$ cat config.mk
export PLATFORM = sky130hd
export DESIGN_NAME = pc
export DESIGN_NICKNAME = d
export VERILOG_FILES = /design/src/rtl/pc_pkg.sv /design/src/rtl/pc_adder.sv /design/src/rtl/pc.sv
export SDC_FILE = /design/constraint.sdc
export NUM_CORES = 1
export LEC_CHECK = 0
export ABC_AREA = 1
export BUFFER_PORTS_ARGS = -buffer_cell sky130_fd_sc_hd__buf_4
export CAP_MARGIN = 15
export CORE_MARGIN = 8
export CORE_UTILIZATION = 25
export DETAILED_ROUTE_END_ITERATION = 6
export PLACE_DENSITY = 0.46
export SYNTH_ARGS = -nofsm -noshare
export SYNTH_HDL_FRONTEND = slang
export SYNTH_SLANG_ARGS = --single-unit
$ cat constraint.sdc
create_clock -name CLK -period 1.8 [get_ports CLK]
set_input_delay 0.18 -clock CLK [delete_from_list [all_inputs] [get_ports CLK]]
set_output_delay 0.18 -clock CLK [all_outputs]
set_load 0.1 [all_outputs]
$ cat src/rtl/pc_pkg.sv
// Shared constants for the program-counter slice: address width, reset vector
// and the word increment used to form the sequential successor.
package pc_pkg;

  localparam int unsigned ADDR_W   = 32;
  localparam logic [31:0] PC_RESET = 32'h0000_0000;
  localparam int unsigned PC_INCR  = 4;

  // Drop the byte-offset bits so the result is always a word address.
  function automatic logic [ADDR_W-1:0] word_align(input logic [ADDR_W-1:0] addr);
    return {addr[ADDR_W-1:2], 2'b00};
  endfunction

endpackage

$ cat src/rtl/pc_adder.sv
// WIDTH-bit word incrementer producing the sequential successor of a PC.
module pc_adder
  import pc_pkg::*;
#(
  parameter int unsigned WIDTH = ADDR_W
) (
  input  logic [WIDTH-1:0] i_a,
  output logic [WIDTH-1:0] o_sum
);

  // Carry out of the top bit is intentionally lost: the PC wraps modulo 2^WIDTH.
  assign o_sum = i_a + WIDTH'(PC_INCR);

endmodule

$ cat src/rtl/pc.sv
// MIPS program counter: word-aligned load with stall, sticky misalignment flag,
// and combinational PC+4 for the next-PC mux.
module pc
  import pc_pkg::*;
#(
  parameter int unsigned     WIDTH       = ADDR_W,
  parameter logic [WIDTH-1:0] RESET_VALUE = WIDTH'(PC_RESET)
) (
  input  logic             CLK,
  input  logic             RST,
  input  logic             PC_WRITE,
  input  logic [WIDTH-1:0] PC_IN,
  output logic [WIDTH-1:0] PC_OUT,
  output logic [WIDTH-1:0] PC_PLUS4,
  output logic             ALIGN_ERR
);

  logic [WIDTH-1:0] r_pc;
  logic             r_align_err;
  logic [WIDTH-1:0] w_pc_aligned;
  logic             w_misaligned;

  assign w_pc_aligned = {PC_IN[WIDTH-1:2], 2'b00};
  assign w_misaligned = |PC_IN[1:0];

  // Reset vector is masked too, so PC_OUT[1:0] stays zero even if misconfigured.
  always_ff @(posedge CLK or posedge RST) begin
    if (RST) begin
      r_pc        <= {RESET_VALUE[WIDTH-1:2], 2'b00};
      r_align_err <= 1'b0;
    end else if (PC_WRITE) begin
      r_pc <= w_pc_aligned;
      if (w_misaligned) begin
        r_align_err <= 1'b1;
      end
    end
  end

  pc_adder #(
    .WIDTH(WIDTH)
  ) u_pc_adder (
    .i_a  (r_pc),
    .o_sum(PC_PLUS4)
  );

  assign PC_OUT    = r_pc;
  assign ALIGN_ERR = r_align_err;

endmodule

==> results.cfg, run 1 <==
[outcome]
violated_checks = setup timing
run_status = finished, violations left

[logic_synthesis]
ys_warn_count = 0
netlist_instances = 274
netlist-cell-type-count = 18
synth_seq_cells = 31
avgSynthCellArea_sq_um = 7.27
synth.cell_area_sq_mm = 0.00199
synth_seq_area_share = 0.389

[clocking]
cts-htree-levels = 2
cts_bufs_inserted = 5
root_buffer = sky130_fd_sc_hd__clkbuf_8
clkSlewWorstSetupHoldPaths_ns = 0.07
cts_max_path_buffers = 2
insertion_delay_ns = 0.28
cts_tree = done
clk_sinks = 31

[route]
drt-pass1-iter-count = 4
detail_route.iter0.violations = 44
route.antenna.remaining_nets = 0
routed_via_density = 4.18
post-route-drc-count = 0
routedWlPerCell_microns = 14.3
routed_wirelength_microns = 7300
vias = 2135

[placed_design]
placement.io_buffers = 95
dp_cells = 493
postPlaceCellArea_sq_mm = 0.00346
place.detailed.hpwl_microns = 5800
globalplace.congestion = 0.785
preCtsSetupSlack_ns = -0.0801

[power_and_ir_drop]
p_sw_frac = 0.515
totalPowerFinal_mw = 3.35
netSwitchingPower_mw = 1.72
vdd.ir_drop.worst_uv = 403
clock_power_share = 0.156
p_int_mw = 1.62
sequentialPowerShare = 0.254
power_frac_comb = 0.590
power.density_mw_per_mm2 = 796
power_leakage_nw = 1.88

[grt]
antenna_violations_before_repair = 0
grt_pass1_vias = 2346
grt_pass1_wl_microns = 12100
maximum_number_of_pins_on_one_net_before_global_route_repair = 42
globalRouteOverflowTotal = 0
track_usage = 0.135

[finish]
diodes = 0
fill_cells = 711
flow.area_growth_from_synthesis_pct = 111
layout.cells.non_filler = 511
fin_nets = 444
mostFrequentLayoutCell = sky130_fd_sc_hd__buf_4
drive_above_1_share = 0.599
utilization = 0.544
commonest_cells_after_routing_fill_and_taps_aside = 95 x sky130_fd_sc_hd__buf_4, 66 x sky130_fd_sc_hd__nand2_1, 29 x sky130_fd_sc_hd__buf_12
postLayoutCellArea_sq_mm = 0.00421

[timing]
timing.final.max_slew_violations = 0
setup_total_negative_slack_ns = -4.13
final_period_utilization = 1.13
grt_setup_unrepaired = yes
worst_slack_ns = -0.228
worst_slew_pin_slew_ns = 0.549
finalHoldViolations = 0
timing.slew.headroom = 0.634
setup_violations = 25
finalHoldWorstSlack_ns = 0.104
clock-skew-final_ns = 0
layout_min_cycle_time_ns = 2.03
fmax_ghz = 0.493

[critical_path]
critical-path-slowest-cell = sky130_fd_sc_hd__dfrtp_4
r2r-end = PC_OUT[2]
worstPathArrival_ns = 1.85
critical_path.endpoint = PC_PLUS4[18]
r2r-start = PC_OUT[2]
critical_path_required_ns = 1.62
worstSetupEndpointType = primary output
worst_r2r_path_depth = 5
startpoint_type = flop
r2r_setup_slack_ns = 0.72
cp_max_fo = 4
crit_start = PC_OUT[3]
timing.critical_path.cells = ha_4 > nand2_4 > nor2_4 > nand2_4 > nor2_4 > buf_6 > xor2_4 > buf_12
criticalPathCategory = flop to primary output
crit_path_max_incr_delay_ns = 0.43

[floorplanning]
rows = 32
die_width_microns = 105
die_area_sq_mm = 0.0111
fp.dieH_microns = 105
io_pins = 100
floorplan.core_area_sq_mm = 0.00773
initial_utilization = 0.258

[worst_hold_path]
min_path_type = input pin to flop

[job]
max_cap_violations = 0
## cell type report
class / count / area (sq um) / share of cell area
tap: 102 / 128 / 0.0303
clock buffer: 8 / 80.1 / 0.0190
timing repair buffer: 133 / 1390 / 0.331
sequential: 31 / 803 / 0.191
multi-input combinational: 208 / 1690 / 0.401
inverter: 29 / 113 / 0.0268
## repair_timing
action,CTS,global route
endpoints found under the setup margin,27,27
pin swaps,15,21
resized for setup,109,26
buffers inserted,6,4
hold buffers,1,0
endpoints found under the hold margin,11,0
## worst max-delay path, delay by kind of cell, from the launching register on
family,cells,cell delay (ns)
AND/OR/NAND/NOR,4,0.50
XOR/XNOR,1,0.16
adder cells (fa/ha/maj),1,0.15
flip-flops,1,0.43
buffers and inverters,2,0.33
## synth_stat cells
library cell                 n  share of area
sky130_fd_sc_hd__and2_1      2         0.0063
sky130_fd_sc_hd__o21ai_0    20          0.050
sky130_fd_sc_hd__nand2_1   101           0.19
sky130_fd_sc_hd__nor2_1     27          0.051
sky130_fd_sc_hd__buf_4       4          0.015
sky130_fd_sc_hd__mux2_2     11          0.062
sky130_fd_sc_hd__nand2_4     1         0.0057
sky130_fd_sc_hd__ha_1        1         0.0063
sky130_fd_sc_hd__inv_1      29          0.055
sky130_fd_sc_hd__buf_2       1         0.0025
sky130_fd_sc_hd__clkbuf_1    4         0.0075
sky130_fd_sc_hd__conb_1      1         0.0019
sky130_fd_sc_hd__nand3_1    13          0.033
sky130_fd_sc_hd__xor2_1     15          0.066
sky130_fd_sc_hd__nor2_2      4          0.013
sky130_fd_sc_hd__dfrtp_1    31           0.39
sky130_fd_sc_hd__nor2_4      7          0.040
sky130_fd_sc_hd__nand2_2     2         0.0063
## power groups by stage
stage                     clock network (mW)  registers, mW  logic [mW]
after global placement                     0          0.855        1.77
after floorplan                            0           1.34       0.866
after global routing                   0.583          0.864        2.05
after detailed placement                   0          0.855        1.77
after CTS                              0.552          0.848        1.97
final                                  0.523          0.852        1.97
## flip-flops by register name, indices dropped and copies added (netlist names)
register and flops:
ALIGN_ERR 1, PC_OUT 30
## per-layer routing
| layer | GRT usage | vias to the layer above | wire length (microns) |
|---|---|---|---|
| met1 | 0.163 | 979 | 3310 |
| li1 | - | 1093 | - |
| met2 | 0.224 | 57 | 3490 |
| met3 | 0.0378 | 6 | 398 |
| met5 | 0 | - | 0 |
| met4 | 0.0428 | 0 | 92 |
## worst min path at each step
| stage | from | end | slack [ns] | depth (start not counted) |
|---|---|---|---|---|
| floorplan | RST | ALIGN_ERR | 0.28 | 1 |
| global placement | RST | PC_OUT[3] | 0.26 | 2 |
| detailed placement | RST | PC_OUT[3] | 0.26 | 2 |
| CTS | PC_IN[31] | PC_OUT[31] | 0.1 | 3 |
| global route | PC_IN[2] | PC_OUT[2] | 0.10 | 3 |
| finish | PC_IN[8] | PC_OUT[8] | 0.10 | 3 |
## kinds of logic (layout without fill, tap and decap cells)
group / count (synthesis) / count (layout) / synth area share
AO/OA/AOI/OAI: 20 / 20 / 0.0503
multiplexers: 11 / 11 / 0.0622
adder cells (fa/ha/maj): 1 / 1 / 0.00628
XOR/XNOR: 15 / 15 / 0.0660
other: 1 / 4 / 0.00188
buffers and inverters: 38 / 170 / 0.0798
flip-flops: 31 / 31 / 0.389
AND/OR/NAND/NOR: 157 / 157 / 0.344
Note: power is estimated with default switching activity, not from simulation.
==> run 2, diff against run 1 <==
--- a/config.mk
+++ b/config.mk
@@ -10,6 +10,7 @@
 export CAP_MARGIN = 15
 export CORE_MARGIN = 8
 export CORE_UTILIZATION = 25
+export CTS_BUF_LIST = sky130_fd_sc_hd__clkbuf_16
 export DETAILED_ROUTE_END_ITERATION = 6
 export PLACE_DENSITY = 0.46
 export SYNTH_ARGS = -nofsm -noshare
==> run 2 against run 1 <==
- cell count is 0.59% higher
- largest power group unchanged
- clock-buffer cell count is 3 lower
- maximum frequency is 0.18% lower
- utilization is 1.4 points higher
- routed wire length is 0.67% higher
- global-route usage hardly changed
- critical path depth stayed put
- via count is 1.3% higher
- first-iteration DRC count is 16% higher
- the flow still finishes with violations (setup timing)
- design area is 2.6% higher
- register-to-register slack hardly changed
==> results.cfg, run 2 (synthesized netlist as in run 1, its figures left out) <==
[outcome]
run_status = finished, violations left
violated_checks = setup timing

[critical_path]
worstPathArrival_ns = 1.85
startpoint_type = flop
cp_max_fo = 4
critical-path-slowest-cell = sky130_fd_sc_hd__dfrtp_4
critical_path_required_ns = 1.62
largest_delay_contributor_family_on_the_critical_path = simple AND/OR/NAND/NOR gates
crit_path_max_incr_delay_ns = 0.43
cp.depth = 8
worst_r2r_path_depth = 5
criticalPathCategory = flop to primary output
timing.critical_path.cells = ha_4 > nand2_4 > nor2_4 > nand2_4 > nor2_4 > buf_6 > xor2_4 > buf_12
path_buf_inv = 2
worstSetupEndpointType = primary output

[power_and_ir_drop]
power.density_mw_per_mm2 = 838
power_leakage_nw = 1.94
vdd.ir_drop.worst_uv = 434
p_int_mw = 1.86
p_sw_frac = 0.486
clock_power_share = 0.213
netSwitchingPower_mw = 1.76
sequentialPowerShare = 0.237
power_frac_comb = 0.550

[route]
route.antenna.remaining_nets = 0
detail_route.iter0.violations = 51
routedWlPerCell_microns = 14.3
drt-pass1-iter-count = 4
routed_wirelength_microns = 7340
vias = 2163
post-route-drc-count = 0
routed_via_density = 4.21

[floorplanning]
die_width_microns = 105
floorplan.core_area_sq_mm = 0.00773
die_area_sq_mm = 0.0111
initial_utilization = 0.258
io_pins = 100
fp.dieH_microns = 105
rows = 32

[clocking]
cts_bufs_inserted = 5
insertion_delay_ns = 0.27
clk_sinks = 31
cts_max_path_buffers = 2
root_buffer = sky130_fd_sc_hd__clkbuf_16
cts-htree-levels = 2
cts_tree = done
clkSlewWorstSetupHoldPaths_ns = 0.05

[grt]
antenna_violations_before_repair = 0
grt_pass1_wl_microns = 12100
globalRouteOverflowTotal = 0
maximum_number_of_pins_on_one_net_before_global_route_repair = 42
track_usage = 0.134
grt_pass1_vias = 2355

[timing]
timing.final.max_slew_violations = 0
grt_setup_unrepaired = yes
setup_violations = 26
final_period_utilization = 1.13
timing.slew.headroom = 0.646
finalHoldViolations = 0
worst_slew_pin_slew_ns = 0.531
layout_min_cycle_time_ns = 2.03
worst_slack_ns = -0.232
fmax_ghz = 0.492
clock-skew-final_ns = 0
setup_total_negative_slack_ns = -4.34

[worst_hold_path]
hold-path-cell-count = 3
min_path_type = input pin to flop

[finish]
fill_cells = 700
commonest_cells_after_routing_fill_and_taps_aside = 95 x sky130_fd_sc_hd__buf_4, 64 x sky130_fd_sc_hd__nand2_1, 31 x sky130_fd_sc_hd__inv_1
drive_above_1_share = 0.612
fin_nets = 447
diodes = 0
mostFrequentLayoutCell = sky130_fd_sc_hd__buf_4
flow.area_growth_from_synthesis_pct = 117
largest_reg_flops = 30

[placed_design]
globalplace.congestion = 0.785
preCtsSetupSlack_ns = -0.0801
placement.io_buffers = 95
place.detailed.hpwl_microns = 5800

[job]
max_cap_violations = 0
[run 2: timing repair]
item,in CTS,in global routing
setup buffers,6,7
pin swaps,15,14
setup endpoints to repair,27,27
hold buffers,1,0
gates resized for setup,107,36
endpoints found under the hold margin,11,0
[run 2: final timing paths]
check,start,slack (ns),endpoint
max reg2reg,PC_OUT[2],0.72,PC_OUT[2]
min in group asynchronous,RST,0.51,PC_OUT[2]
max in group asynchronous,RST,0.68,PC_OUT[14]
min,PC_IN[2],0.11,PC_OUT[2]
max,PC_OUT[2],-0.23,PC_PLUS4[18]
min reg2reg,ALIGN_ERR,0.46,ALIGN_ERR
[run 2: through the flow]
step | cells | util | hold slack (ns) | cell area [sq um] | total power, mW
after floorplan | 277 | - | 0.283 | 2460 | 2.21
after global placement | 493 | 0.447 | 0.260 | 3460 | 2.62
after detailed placement | 493 | 0.447 | 0.261 | 3460 | 2.63
after CTS | 508 | 0.533 | 0.112 | 4120 | 3.61
after global routing | 514 | 0.558 | 0.118 | 4310 | 3.77
final | 514 | 0.558 | 0.114 | 4310 | 3.61
[run 2: cell type report]
type	count	area, sq um	area share
clock inverter	3	11.3	0.00261
sequential	31	803	0.186
inverter	29	113	0.0261
timing repair buffer	136	1430	0.331
clock buffer	5	125	0.0290
multi-input combinational	208	1710	0.395
tap	102	128	0.0296
[run 2: tightest hold or removal path: stages]
cell	delay, ns
sky130_fd_sc_hd__buf_4	0.08
sky130_fd_sc_hd__nand2_1	0.04
sky130_fd_sc_hd__o21ai_0	0.05
[run 2: routing by layer]
layer	vias up	part of all wire	track usage
met1	1006	0.45	0.164
met2	54	0.49	0.222
met4	0	0.0095	0.0449
met5	-	0	0
met3	5	0.053	0.0371
li1	1098	-	-
[run 2: power groups by stage]
stage / clock network, mW / logic [mW] / registers, mW
6_report: 0.771 / 1.99 / 0.855
4_1_cts: 0.801 / 1.96 / 0.849
2_1_floorplan: 0 / 0.866 / 1.34
3_3_place_gp: 0 / 1.77 / 0.855
5_1_grt: 0.835 / 2.06 / 0.867
3_5_place_dp: 0 / 1.77 / 0.855
